[config.mk]
export PLATFORM = sky130hd
export DESIGN_NAME = serial_add_sub
export DESIGN_NICKNAME = d
export VERILOG_FILES = /design/src/rtl/adder_pkg.sv /design/src/rtl/fa_cell.sv /design/src/rtl/serial_add_sub.sv
export SDC_FILE = /design/constraint.sdc
export NUM_CORES = 1
export LEC_CHECK = 0
export ABC_AREA = 1
export BUFFER_PORTS_ARGS = -buffer_cell sky130_fd_sc_hd__buf_2
export CORE_UTILIZATION = 49
export CTS_CLUSTER_SIZE = 8
export DETAILED_ROUTE_END_ITERATION = 6
export PLACE_DENSITY = 0.75
export SYNTH_ARGS = -nofsm -noshare
export SYNTH_HDL_FRONTEND = slang
export SYNTH_HIERARCHICAL = 1
export SYNTH_SLANG_ARGS = --single-unit
[constraint.sdc]
create_clock -name clk -period 1.3 [get_ports clk]
set_clock_uncertainty 0.2 [all_clocks]
set_input_delay 0.065 -clock clk [delete_from_list [all_inputs] [get_ports clk]]
set_output_delay 0.065 -clock clk [all_outputs]
set_load 0.05 [all_outputs]
[src/rtl/adder_pkg.sv]
// Shared definitions for the serial adder/subtractor: FSM encoding and
// the sizing helper for the step counter.
package adder_pkg;

  typedef enum logic [1:0] {
    ST_IDLE = 2'd0,
    ST_CALC = 2'd1,
    ST_DONE = 2'd2
  } state_e;

  // Bits needed to hold values 0..steps-1, never less than one.
  function automatic int cnt_width(input int steps);
    int w;
    w = 1;
    while ((1 << w) < steps) begin
      w = w + 1;
    end
    return w;
  endfunction

endpackage

[src/rtl/fa_cell.sv]
// One-bit full adder composed of two half adders and an OR of their carries.
module fa_cell (
  input  logic a,
  input  logic b,
  input  logic ci,
  output logic s,
  output logic co
);

  logic hs1_s;
  logic hc1_s;
  logic hc2_s;

  assign hs1_s = a ^ b;
  assign hc1_s = a & b;
  assign s     = hs1_s ^ ci;
  assign hc2_s = hs1_s & ci;
  assign co    = hc1_s | hc2_s;

endmodule

[src/rtl/serial_add_sub.sv]
// Multi-cycle adder/subtractor: BITS_PER_CYCLE bits per clock, LSB first,
// with start/busy/done handshake, carry-out and signed overflow.
module serial_add_sub
  import adder_pkg::*;
#(
  parameter int WIDTH          = 8,
  parameter int BITS_PER_CYCLE = 1
) (
  input  logic             clk,
  input  logic             rst_n,
  input  logic             start,
  input  logic             sub,
  input  logic [WIDTH-1:0] a,
  input  logic [WIDTH-1:0] b,
  output logic             busy,
  output logic             done,
  output logic [WIDTH-1:0] sum,
  output logic             cout,
  output logic             ovf
);

  localparam int STEPS = WIDTH / BITS_PER_CYCLE;
  localparam int CW    = cnt_width(STEPS);

  state_e                  state_q, state_d;
  logic [CW-1:0]           cnt_q, cnt_d;
  logic [WIDTH-1:0]        opa_q, opa_d;
  logic [WIDTH-1:0]        opb_q, opb_d;
  logic                    carry_q, carry_d;
  logic [WIDTH-1:0]        sum_q, sum_d;
  logic                    cout_q, cout_d;
  logic                    ovf_q, ovf_d;
  logic                    busy_q, busy_d;
  logic                    done_q, done_d;

  logic [BITS_PER_CYCLE:0]   chain_s;
  logic [BITS_PER_CYCLE-1:0] slice_s;
  logic [WIDTH-1:0]          shift_s;

  assign chain_s[0] = carry_q;

  // Ripple chain of full adders over the current low slice of the operands.
  for (genvar g = 0; g < BITS_PER_CYCLE; g++) begin : g_fa
    fa_cell u_fa (
      .a  (opa_q[g]),
      .b  (opb_q[g]),
      .ci (chain_s[g]),
      .s  (slice_s[g]),
      .co (chain_s[g+1])
    );
  end

  // New slice enters at the top so the full result lands aligned after STEPS shifts.
  if (BITS_PER_CYCLE == WIDTH) begin : g_shift_full
    assign shift_s = slice_s;
  end else begin : g_shift_part
    assign shift_s = {slice_s, sum_q[WIDTH-1:BITS_PER_CYCLE]};
  end

  // Next-state and datapath update.
  always_comb begin
    state_d = state_q;
    cnt_d   = cnt_q;
    opa_d   = opa_q;
    opb_d   = opb_q;
    carry_d = carry_q;
    sum_d   = sum_q;
    cout_d  = cout_q;
    ovf_d   = ovf_q;
    busy_d  = busy_q;
    done_d  = 1'b0;
    case (state_q)
      ST_IDLE, ST_DONE: begin
        if (start) begin
          opa_d   = a;
          opb_d   = sub ? ~b : b;
          carry_d = sub;
          cnt_d   = CW'(STEPS - 1);
          busy_d  = 1'b1;
          state_d = ST_CALC;
        end else begin
          state_d = ST_IDLE;
        end
      end
      ST_CALC: begin
        opa_d   = opa_q >> BITS_PER_CYCLE;
        opb_d   = opb_q >> BITS_PER_CYCLE;
        carry_d = chain_s[BITS_PER_CYCLE];
        sum_d   = shift_s;
        if (cnt_q == '0) begin
          cout_d  = chain_s[BITS_PER_CYCLE];
          ovf_d   = chain_s[BITS_PER_CYCLE] ^ chain_s[BITS_PER_CYCLE-1];
          busy_d  = 1'b0;
          done_d  = 1'b1;
          state_d = ST_DONE;
        end else begin
          cnt_d = cnt_q - CW'(1);
        end
      end
      default: begin
        busy_d  = 1'b0;
        state_d = ST_IDLE;
      end
    endcase
  end

  // State and output registers.
  always_ff @(posedge clk or negedge rst_n) begin
    if (!rst_n) begin
      state_q <= ST_IDLE;
      cnt_q   <= '0;
      opa_q   <= '0;
      opb_q   <= '0;
      carry_q <= 1'b0;
      sum_q   <= '0;
      cout_q  <= 1'b0;
      ovf_q   <= 1'b0;
      busy_q  <= 1'b0;
      done_q  <= 1'b0;
    end else begin
      state_q <= state_d;
      cnt_q   <= cnt_d;
      opa_q   <= opa_d;
      opb_q   <= opb_d;
      carry_q <= carry_d;
      sum_q   <= sum_d;
      cout_q  <= cout_d;
      ovf_q   <= ovf_d;
      busy_q  <= busy_d;
      done_q  <= done_d;
    end
  end

  assign busy = busy_q;
  assign done = done_q;
  assign sum  = sum_q;
  assign cout = cout_q;
  assign ovf  = ovf_q;

endmodule

==> reports/metrics.yaml, run 1 <==
run_status: "finished with violations"
violations: "setup timing"
syn_area_per_cell_um2: 7.81
fin_cells: 327
cts_sinks: 34
crit_arrival_ps: 1410
grt_pass1_wl_mm: 6.34
syn_area_mm2: 0.00166
maxCapViolCount: 0
worst_slew_pin_slew_ps: 258
finalCriticalPeriod_ps: 1390
power_density_mw_per_mm2: 2490
r2r_start: "opa_q[0]"
synth_top_family_by_area: "simple AND/OR/NAND/NOR gates"
seqCellArea_um2: 852
syn_to_final_growth_pct: 42.9
r2r_slack_ps: -90
drt_iter0_drc: 73
layout_common_cells: "nand2_1, dfrtp_1, buf_2"
startpoint_type: "register"
first_global_vias: 1493
vias: 1549
pre_cts_ws_ps: -68.3
cts_buffer_depth: 2
synthMuxAreaShare_pct: 0
avgViaCountPerCell: 4.74
io_pins: 32
rsz0062_at_grt: "yes"
drive_gt1_share_pct: 30.7
reg2reg_to: "ovf"
synth-seq-area-share_pct: 51.2
cts_made_buffers: 5
fin_ws_ps: -86.3
antenna_found_initial: 0
vdd_drop_max_uv: 1290
crit_required_ps: 1330
drt_pass1_iterations: 4
synth_cell_types: 20
holdWs_ps: 13.2
start_util_pct: 53.2
end_kind: "register"
finalHoldViolCount: 0
synth_compound_area_share_pct: 1.81
die_h_um: 60.3
drc_errors: 0
grt_max_degree: 35
fmax_mhz: 721
htreeDepth: 2
fin_nets: 307
yosys.area_share.simple_pct: 35.5
multiInputGateArea_um2: 768
wl_per_cell_um: 12.1
p_leak_nw: 1.27
layout_commonest_cell: "nand2_1"
min_path_type: "input port to asynchronous set/reset pin"
place_inst: 297
power.total_mw: 5.92
fin_crit_sh_pct: 107
port-buffer-count: 31
rows: 20
die_w_um: 60.3
maxSlewViolCount: 0
dpl.hpwl_mm: 2.20
synthAdderAreaFrac_pct: 2.71
synthesis.nets: 236
path_class: "register to register"
synthXorXnorAreaFrac_pct: 0.527
insertedDiodeCount: 0
wirelength_mm: 3.95
setup_viol_count_final: 11
clockRootBuffer: "clkbuf_4"
clk_transition_reported_paths_ps: 100
syn_inst: 213
grt.total_usage_pct: 24.5
placed_cell_area_mm2: 0.00198
yosysWarningCount: 6
n_fill_cell: 234
r2r_cells: 4
cts_tree: "built"
relSlewSlack_pct: 82.8
setup_tns_ps: -325
critPathMaxFanout: 3
clkLatencyLatePin_ps: 330
die_area_mm2: 0.00363
ant_nets: 0
place_congestion: 0.734
grt_overflow: 0
synth_seq_cells: 34
coreArea_mm2: 0.00313
final_cell_area_mm2: 0.00238
fin_util_pct: 76.0
Yosys cell counts:
cell type  count  area share [%]
nand2_1      101              23
dfrtp_1       34              51
nand3_1       19             5.7
inv_1         18             4.1
nor2_1        16             3.6
o21ai_0        6             1.8
buf_2          2            0.60
buf_4          2            0.90
buf_6          2             1.4
ha_1           2             1.5
nand2_2        2            0.75
buf_8          1            0.90
clkinv_1       1            0.23
fa_1           1             1.2
inv_2          1            0.23
nand2_4        1            0.68
nor2_2         1            0.38
nor2_8         1             1.2
or2_2          1            0.38
xor2_1         1            0.53
flip-flops by register name, summed over array words and instances (netlist names):
register / cells
busy: 1
carry_q: 1
cnt_q: 3
cout: 1
done: 1
opa_q: 8
opb_q: 8
ovf: 1
state_q: 2
sum: 8
layer usage:
layer,wire (um),GRT usage [%],up-vias
met5,0,0,-
met4,52,10.3,0
met3,129,5.63,7
met2,2050,40.7,32
met1,1720,30.3,725
li1,-,-,785
worst max-delay path: stages, from the launching register on:
cell	delay, ps
dfrtp_1	410
fa_2	420
xor2_1	150
nand2_1	60
nand2_1	40
how the worst max path moves through the flow:
stage	from	end	slack, ps	depth (start not counted)
2_1_floorplan	opa_q[0]	ovf	-40	4
3_3_place_gp	opa_q[0]	ovf	-50	4
3_5_place_dp	cnt_q[0]	cout	-70	7
4_1_cts	opa_q[0]	ovf	-90	4
5_1_grt	opa_q[0]	ovf	-130	4
6_report	opa_q[0]	ovf	-90	4
power breakdown:
group	internal [mW]	switching (mW)	leakage (nW)	total, mW
registers	1.55	0.317	0.422	1.87
clock network	0.244	0.327	0.0302	0.570
logic	1.37	2.11	0.822	3.48
total	3.16	2.76	1.27	5.92
area by class of cell:
type / count / area share (%)
inverters: 20 / 3.37
flip-flops and latches: 34 / 35.9
well taps: 44 / 2.32
repair buffers: 70 / 24.0
clock buffers: 6 / 2.16
multi-input cells: 153 / 32.3
logic make-up (layout without fill, tap and decap cells):
family,Yosys count,count (layout)
AOI/OAI and AO/OA,6,6
xor gates and xnor gates,1,1
adders and majority gates,3,3
buffers and inverters,27,96
DFF,34,34
and+or+nand+nor,142,143
what timing repair did:
item,in CTS,in global routing
hold endpoints to repair,54,0
gates resized for setup,8,32
buffers inserted,3,1
setup endpoints to repair,25,33
cloned,1,0
pin swaps,4,11
hold buffers,19,0
(Power assumes the default switching activity.)
==> run 2: changes to the inputs <==
Settings changed: SYNTH_HIERARCHICAL 1 to unset.
==> run 2 against run 1 <==
  * The run ends with hold timing, setup timing left
  * Global-route usage grew 0.91 points
  * Count of clock-buffer cells in the layout unchanged
  * Worst hold slack lost 28 ps
  * Worst setup slack got worse by 35 ps
  * Clock power up 9.6%
  * Critical endpoint unchanged
  * Largest cell class unchanged
==> reports/metrics.yaml, run 2 <==
p_sw_share_pct: 47.5  # +0.90 points
synth_edf_count: 0  # unchanged
fin_nets: 308  # +0.33%
synthMuxAreaShare_pct: 0  # unchanged
io_pins: 32  # unchanged
clkLatencyLatePin_ps: 330  # about the same
clockRootBuffer: "clkbuf_4"
syn_to_final_growth_pct: 49.3
avgViaCountPerCell: 4.95  # +4.5%
clk_transition_reported_paths_ps: 100  # about the same
syn_area_per_cell_um2: 7.80  # about the same
synth_compound_area_share_pct: 1.84  # +0.036 points
fmax_mhz: 703  # -2.5%
yosysWarningCount: 0  # -6
fin_ws_ps: -122  # -35.4 ps
p_sw_mw: 2.95  # +7.1%
yosys.area_share.simple_pct: 35.8  # +0.25 points
syn_area_mm2: 0.00163  # -2.0%
cts_tree: "built"
drt_pass1_iterations: 4  # unchanged
crit_start: "carry_q"
antenna_found_initial: 0  # unchanged
vdd_drop_max_uv: 1280  # -1.4%
synth_seq_cells: 34  # unchanged
power_frac_comb_pct: 59.3  # +0.5 points
rows: 20  # unchanged
synth_top_family_by_area: "simple AND/OR/NAND/NOR gates"
finalHoldViolCount: 12  # +12
synthTopCellsByCount: "nand2_1, dfrtp_1, nand3_1"
wirelength_mm: 4.52  # +14%
layout_common_cells: "nand2_1, dfrtp_1, buf_2"
relSlewSlack_pct: 74.2  # -8.6 points
crit_arrival_ps: 1450  # +40 ps
cts_sinks: 34  # unchanged
grt_pass1_wl_mm: 6.66  # +5.0%
run_status: "finished with violations"
synthAdderAreaFrac_pct: 2.76  # +0.054 points
layout_commonest_cell: "nand2_1"
fin_crit_sh_pct: 109  # +2.7 points
synthesis.nets: 232  # -1.7%
critPathMaxFanout: 3  # unchanged
dpl.hpwl_mm: 2.43  # +10%
synthXorXnorAreaFrac_pct: 0.537  # +0.011 points
syn_inst: 209  # -1.9%
grt.total_usage_pct: 25.4  # +0.91 points
placed_cell_area_mm2: 0.00194  # -1.8%
r2r_slack_ps: -120  # -40 ps
r2r_start: "carry_q"
grt_overflow: 0  # unchanged
drt_iter0_drc: 116  # +59%
yosysMostFrequentCell: "nand2_1"
fin_cells: 330  # +0.92%
n_fill_cell: 220  # -6.0%
insertedDiodeCount: 0  # unchanged
htreeDepth: 2  # unchanged
die_h_um: 59.7  # -0.95%
setup_viol_count_final: 20  # +9
ys_async_sr_fraction_pct: 100  # unchanged
yosysTopAreaCellShare_pct: 52.2  # +1.0 points
synth_cell_types: 15  # -25%
synth-seq-area-share_pct: 52.2  # +1.0 points
worst_slew_pin_slew_ps: 387  # +129 ps
vias: 1634  # +5.5%
reg2reg_to: "ovf"
finalCriticalPeriod_ps: 1420  # +35.4 ps
intPower_mw: 3.27  # +3.3%
crit_required_ps: 1320  # about the same
clkPwrFrac_pct: 10.0  # +0.4 points
synth_top_area_cell: "dfrtp_1"
violations: "hold timing, setup timing"
startpoint_type: "register"
min_path_type: "input port to asynchronous set/reset pin"
cts_buffer_depth: 2  # unchanged
port-buffer-count: 31  # unchanged
power.total_mw: 6.22  # +5.1%
r2r_cells: 4  # unchanged
grt_max_degree: 21  # -40%
die_area_mm2: 0.00356  # -1.9%
place_inst: 294  # -1.0%
first_global_vias: 1544  # +3.4%
power.share.sequential_pct: 30.7  # -0.8 points
place_congestion: 0.816  # +11%
maxSlewViolCount: 0  # unchanged
drc_errors: 0  # unchanged
end_kind: "register"
maxCapViolCount: 0  # unchanged
rsz0062_at_grt: "yes"
cts_made_buffers: 5  # unchanged
coreArea_mm2: 0.00310  # -0.80%
synth.top_cells.by_area: "dfrtp_1, nand2_1, nand3_1"
path_class: "register to register"
synthFlopType: "dfrtp_1"
drive_gt1_share_pct: 35.0  # +4.2 points
wl_per_cell_um: 13.7  # +13%
start_util_pct: 52.5  # -0.62 points
holdWs_ps: -14.4  # -27.6 ps
final_cell_area_mm2: 0.00243  # +2.4%
p_leak_nw: 1.30  # +1.8%
pre_cts_ws_ps: -93.7  # -25.4 ps
power_density_mw_per_mm2: 2560  # +2.6%
ant_nets: 0  # unchanged
die_w_um: 59.7  # -0.95%
run 2: how the worst max path moves through the flow:
stage | cells after the start | endpoint | slack [ps]
2_1_floorplan | 4 | ovf | -30
6_report | 4 | ovf | -120
4_1_cts | 4 | ovf | -90
3_5_place_dp | 7 | cout | -90
3_3_place_gp | 4 | ovf | -40
5_1_grt | 4 | ovf | -150
run 2: kinds of logic after synthesis:
logic type | Yosys count
and+or+nand+nor | 139
DFF | 34
buffers and inverters | 26
AOI/OAI and AO/OA | 6
adders and majority gates | 3
xor gates and xnor gates | 1
run 2: cell type report:
class | count | area, um^2 | area share [%]
Clock buffer | 6 | 51.3 | 2.11
Clock inverter | 2 | 12.5 | 0.514
Inverter | 20 | 85.1 | 3.50
Multi-Input combinational cell | 149 | 782 | 32.1
Sequential cell | 34 | 853 | 35.1
Tap cell | 44 | 55.1 | 2.26
Timing Repair Buffer | 74 | 589 | 24.2
Timing Repair inverter | 1 | 5.00 | 0.206
run 2: timing repair:
| item | CTS | global route |
|---|---|---|
| hold endpoints to repair | 56 | 0 |
| pin swaps | 9 | 3 |
| gates resized for setup | 19 | 33 |
| hold buffers | 19 | 0 |
| buffers inserted | 4 | 2 |
| setup endpoints to repair | 23 | 33 |
| cloned | 1 | 2 |
run 2: critical path, cell delays in order (launching register included):
cell     delay [ps]
dfrtp_1         420
fa_2            440
xor2_1          160
nand2_1          60
nand2_1          50
run 2: through the flow:
stage               utilization [%]  TNS [ps]  hold WS [ps]
floorplan                         -     -31.4          -431
global placement               62.5      -181          -197
detailed placement             62.5      -504          -197
CTS                            73.5      -528         -17.2
global route                   78.4     -2040          13.6
finish                         78.4      -846         -14.4
run 2: power by group through the flow:
stage               Clock (mW)  Sequential, mW  Combinational [mW]
floorplan                    0            2.36                1.39
global placement             0            1.85                2.64
detailed placement           0            1.86                2.69
CTS                      0.638            1.86                3.01
global route             0.670            1.96                3.98
finish                   0.625            1.91                3.69
run 2: routing by layer:
| layer | vias up | global-route usage (%) | part of all wire [%] |
|---|---|---|---|
| met2 | 65 | 46.3 | 52 |
| met5 | - | 0 | 0 |
| met3 | 15 | 6.28 | 4.7 |
| li1 | 788 | - | - |
| met4 | 0 | 9.63 | 2.4 |
| met1 | 766 | 28.1 | 41 |
==> run 3: changes to the inputs <==
Settings changed: BUFFER_PORTS_ARGS -buffer_cell sky130_fd_sc_hd__buf_2 to unset, CORE_UTILIZATION 49 to 58, CTS_BUF_LIST set to sky130_fd_sc_hd__clkbuf_8, DONT_BUFFER_PORTS set to 1, PLACE_DENSITY 0.75 to 0.76.
==> run 3 against run 2 <==
  * Synthesized cell count stayed put
  * Area after synthesis unchanged
  * The run now fails in 5_1_grt
==> reports/metrics.yaml, run 3 <==
run_status: "did not finish"
stop_stage: "5_1_grt"
tool.error: "[ERROR DPL-0038] Utilization greater than 100%, impossible to legalize"
syn_area_per_cell_um2: 7.80  # unchanged
htreeDepth: 2  # unchanged
cts_made_buffers: 5  # unchanged
place_inst: 254  # -14%
worst-endpoint-pin-kind: "register data pin"
yosysWarningCount: 0  # unchanged
cts_sinks: 34  # unchanged
yosysTopAreaCellShare_pct: 52.2  # unchanged
pre_cts_ws_ps: -104  # -9.98 ps
dpl.hpwl_mm: 2.29  # -5.6%
synthFlopType: "dfrtp_1"
syn_area_mm2: 0.00163  # unchanged
synth_seq_cells: 34  # unchanged
synthTopCellsByCount: "nand2_1, dfrtp_1, nand3_1"
synth_cell_types: 15  # unchanged
rows: 18  # -10%
synth_top_area_cell: "dfrtp_1"
io_pins: 32  # unchanged
yosysMostFrequentCell: "nand2_1"
die_h_um: 55.0  # -7.8%
ys_async_sr_fraction_pct: 100  # unchanged
port-buffer-count: 0  # -100%
synth_edf_count: 0  # unchanged
syn_inst: 209  # unchanged
synth-seq-area-share_pct: 52.2  # unchanged
die_w_um: 55.0  # -7.8%
synth.top_cells.by_area: "dfrtp_1, nand2_1, nand3_1"
clockRootBuffer: "clkbuf_8"
start_util_pct: 63.5  # +11 points
grt-worst-endpoint: "ovf$_DFFE_PN0P_/D"
synthesis.nets: 232  # unchanged
grt_max_degree: 35
cts_buffer_depth: 2  # unchanged
place_congestion: 0.725  # -11%
run 3: cell counts after synthesis:
Identical to the previous run, type by type.
run 3: kinds of logic after synthesis:
kind of cell,synth area share (%)
flip-flops,52.2
adder cells (fa/ha/maj),2.76
XOR/XNOR,0.537
AO/OA/AOI/OAI,1.84
buffers and inverters,6.91
AND/OR/NAND/NOR,35.8
run 3: through the flow:
step | TNS, ps | util [%] | hold WS (ps) | area (um^2)
after CTS | -455 | 88.5 | 27.8 | 2270
after floorplan | -31.4 | - | -431 | 1640
after detailed placement | -571 | 71.3 | -430 | 1830
after global placement | -148 | 71.3 | -430 | 1830
run 3: repair_timing:
item	4_1_cts
hold buffers	20
pin swaps	6
endpoints found under the hold margin	56
cloned	3
buffers inserted	2
endpoints found under the setup margin	19
resized for setup	21
==> run 4: changes to the inputs <==
Settings changed: CORE_UTILIZATION 58 to 40, CTS_BUF_LIST sky130_fd_sc_hd__clkbuf_8 to unset, CTS_CLUSTER_SIZE 8 to unset, PLACE_DENSITY 0.76 to unset, PLACE_DENSITY_LB_ADDON set to 0.15.
Clock period 1.3 ns to 1.69 ns, I/O delays scaled along.
==> run 4 against run 3 <==
  * The flow now finishes without violations
==> reports/metrics.yaml, run 4 (synthesis results as in run 2) <==
vdd_drop_max_uv: 692
die_h_um: 65.8  # +20%
power_density_mw_per_mm2: 1930
power.share.sequential_pct: 45.6
drt_iter0_drc: 51
crit_required_ps: 1660
clk_transition_reported_paths_ps: 60
vias: 1367
insertedDiodeCount: 0
run_status: "finished, final reports clean"
maxSlewViolCount: 0
antenna_found_initial: 0
wl_per_cell_um: 12.0
p_sw_mw: 1.82
grt_pass1_wl_mm: 5.82
start_util_pct: 43.2  # -20 points
crit_start: "carry_q"
grt_max_degree: 35
startpoint_type: "register"
port-buffer-count: 0  # unchanged
first_global_vias: 1380
grt_use_met2_pct: 31.8
drt_pass1_iterations: 4
cts_buffer_depth: 2  # unchanged
path_class: "register to register"
clockRootBuffer: "clkbuf_8"
syn_to_final_growth_pct: 22.3
critPathMaxFanout: 3
fmax_mhz: 655
setup_tns_ps: 0
die_w_um: 65.8  # +20%
rsz0062_at_grt: "no"
avgViaCountPerCell: 4.80
drive_gt1_share_pct: 10.1
finalCriticalPeriod_ps: 1530
holdWs_ps: 39.9
coreArea_mm2: 0.00377
wirelength_mm: 3.43
worst_slew_pin_slew_ps: 531
cts_made_buffers: 5  # unchanged
setup_viol_count_final: 0
fin_nets: 260
maxCapViolCount: 0
grt.total_usage_pct: 18.6
clkLatencyLatePin_ps: 280
p_sw_share_pct: 47.3
intPower_mw: 2.02
use_met1_pct: 21.0
relSlewSlack_pct: 64.5
htreeDepth: 2  # unchanged
min_path_type: "input port to asynchronous set/reset pin"
post_cts_buffers: 0  # -2
rows: 22  # +4
die_area_mm2: 0.00433
clkPwrFrac_pct: 14.5
layout_commonest_cell: "nand2_1"
cts_sinks: 34  # unchanged
io_pins: 32  # unchanged
finalHoldViolCount: 0
ant_nets: 0
crit_arrival_ps: 1500
place_congestion: 0.720  # -0.63%
drc_errors: 0
power_frac_comb_pct: 39.9
gr-max-usage-layer: "met2"
fin_crit_sh_pct: 90.4
layout_common_cells: "nand2_1, dfrtp_1, nand3_1"
power.total_mw: 3.84
gr-usage-met3_pct: 4.48
cts_tree: "built"
p_leak_nw: 1.06
r2r_start: "carry_q"
end_kind: "register"
grt_overflow: 0
dpl.hpwl_mm: 2.30  # +0.40%
-- run 4: area by class of cell --
cell class / count / area (um^2)
fill: 381 / 1780
inverter: 20 / 75.1
tap: 48 / 60.1
clock buffer: 7 / 76.3
multi-input combinational: 149 / 669
timing repair buffer: 27 / 263
sequential: 34 / 851
-- run 4: critical path: stages (launching register included) --
cell	delay (ps)
dfrtp_1	420
fa_1	490
xor2_1	180
nand2_1	70
nand2_1	50
-- run 4: stage by stage --
stage	utilization (%)	cells	area (um^2)	setup WS, ps
6_report	52.9	285	1990	163
3_5_place_dp	45.2	258	1710	140
5_1_grt	52.9	285	1990	79.1
4_1_cts	52.8	285	1990	130
2_1_floorplan	-	209	1630	244
3_3_place_gp	45.2	258	1710	217
-- run 4: final timing paths --
| check | endpoint | slack, ps | cells after the start |
|---|---|---|---|
| max | ovf | 160 | 4 |
| min | sum[1] | 40 | 2 |
| max reg2reg | ovf | 160 | 4 |
| min reg2reg | opa_q[7] | 280 | 2 |
| max in group asynchronous | cout | 1070 | 2 |
| min in group clk | opa_q[7] | 270 | 3 |
-- run 4: layer usage --
metal | up-vias | wire length (um)
met5 | - | 0
met4 | 0 | 32
met3 | 4 | 186
met2 | 33 | 1720
met1 | 641 | 1490
li1 | 689 | -
-- run 4: power by group through the flow --
stage                     registers (mW)  logic (mW)  clock network (mW)
final                               1.75        1.53               0.557
after global routing                1.80        1.77               0.620
after CTS                           1.75        1.55               0.578
after detailed placement            1.76        1.48                   0
after global placement              1.75        1.42                   0
after floorplan                     1.81        1.06                   0
-- run 4: timing repair --
item / CTS / global route
hold buffers: 20 / 0
endpoints found under the setup margin: 0 / 2
resized for setup: 0 / 1
hold endpoints to repair: 52 / 0
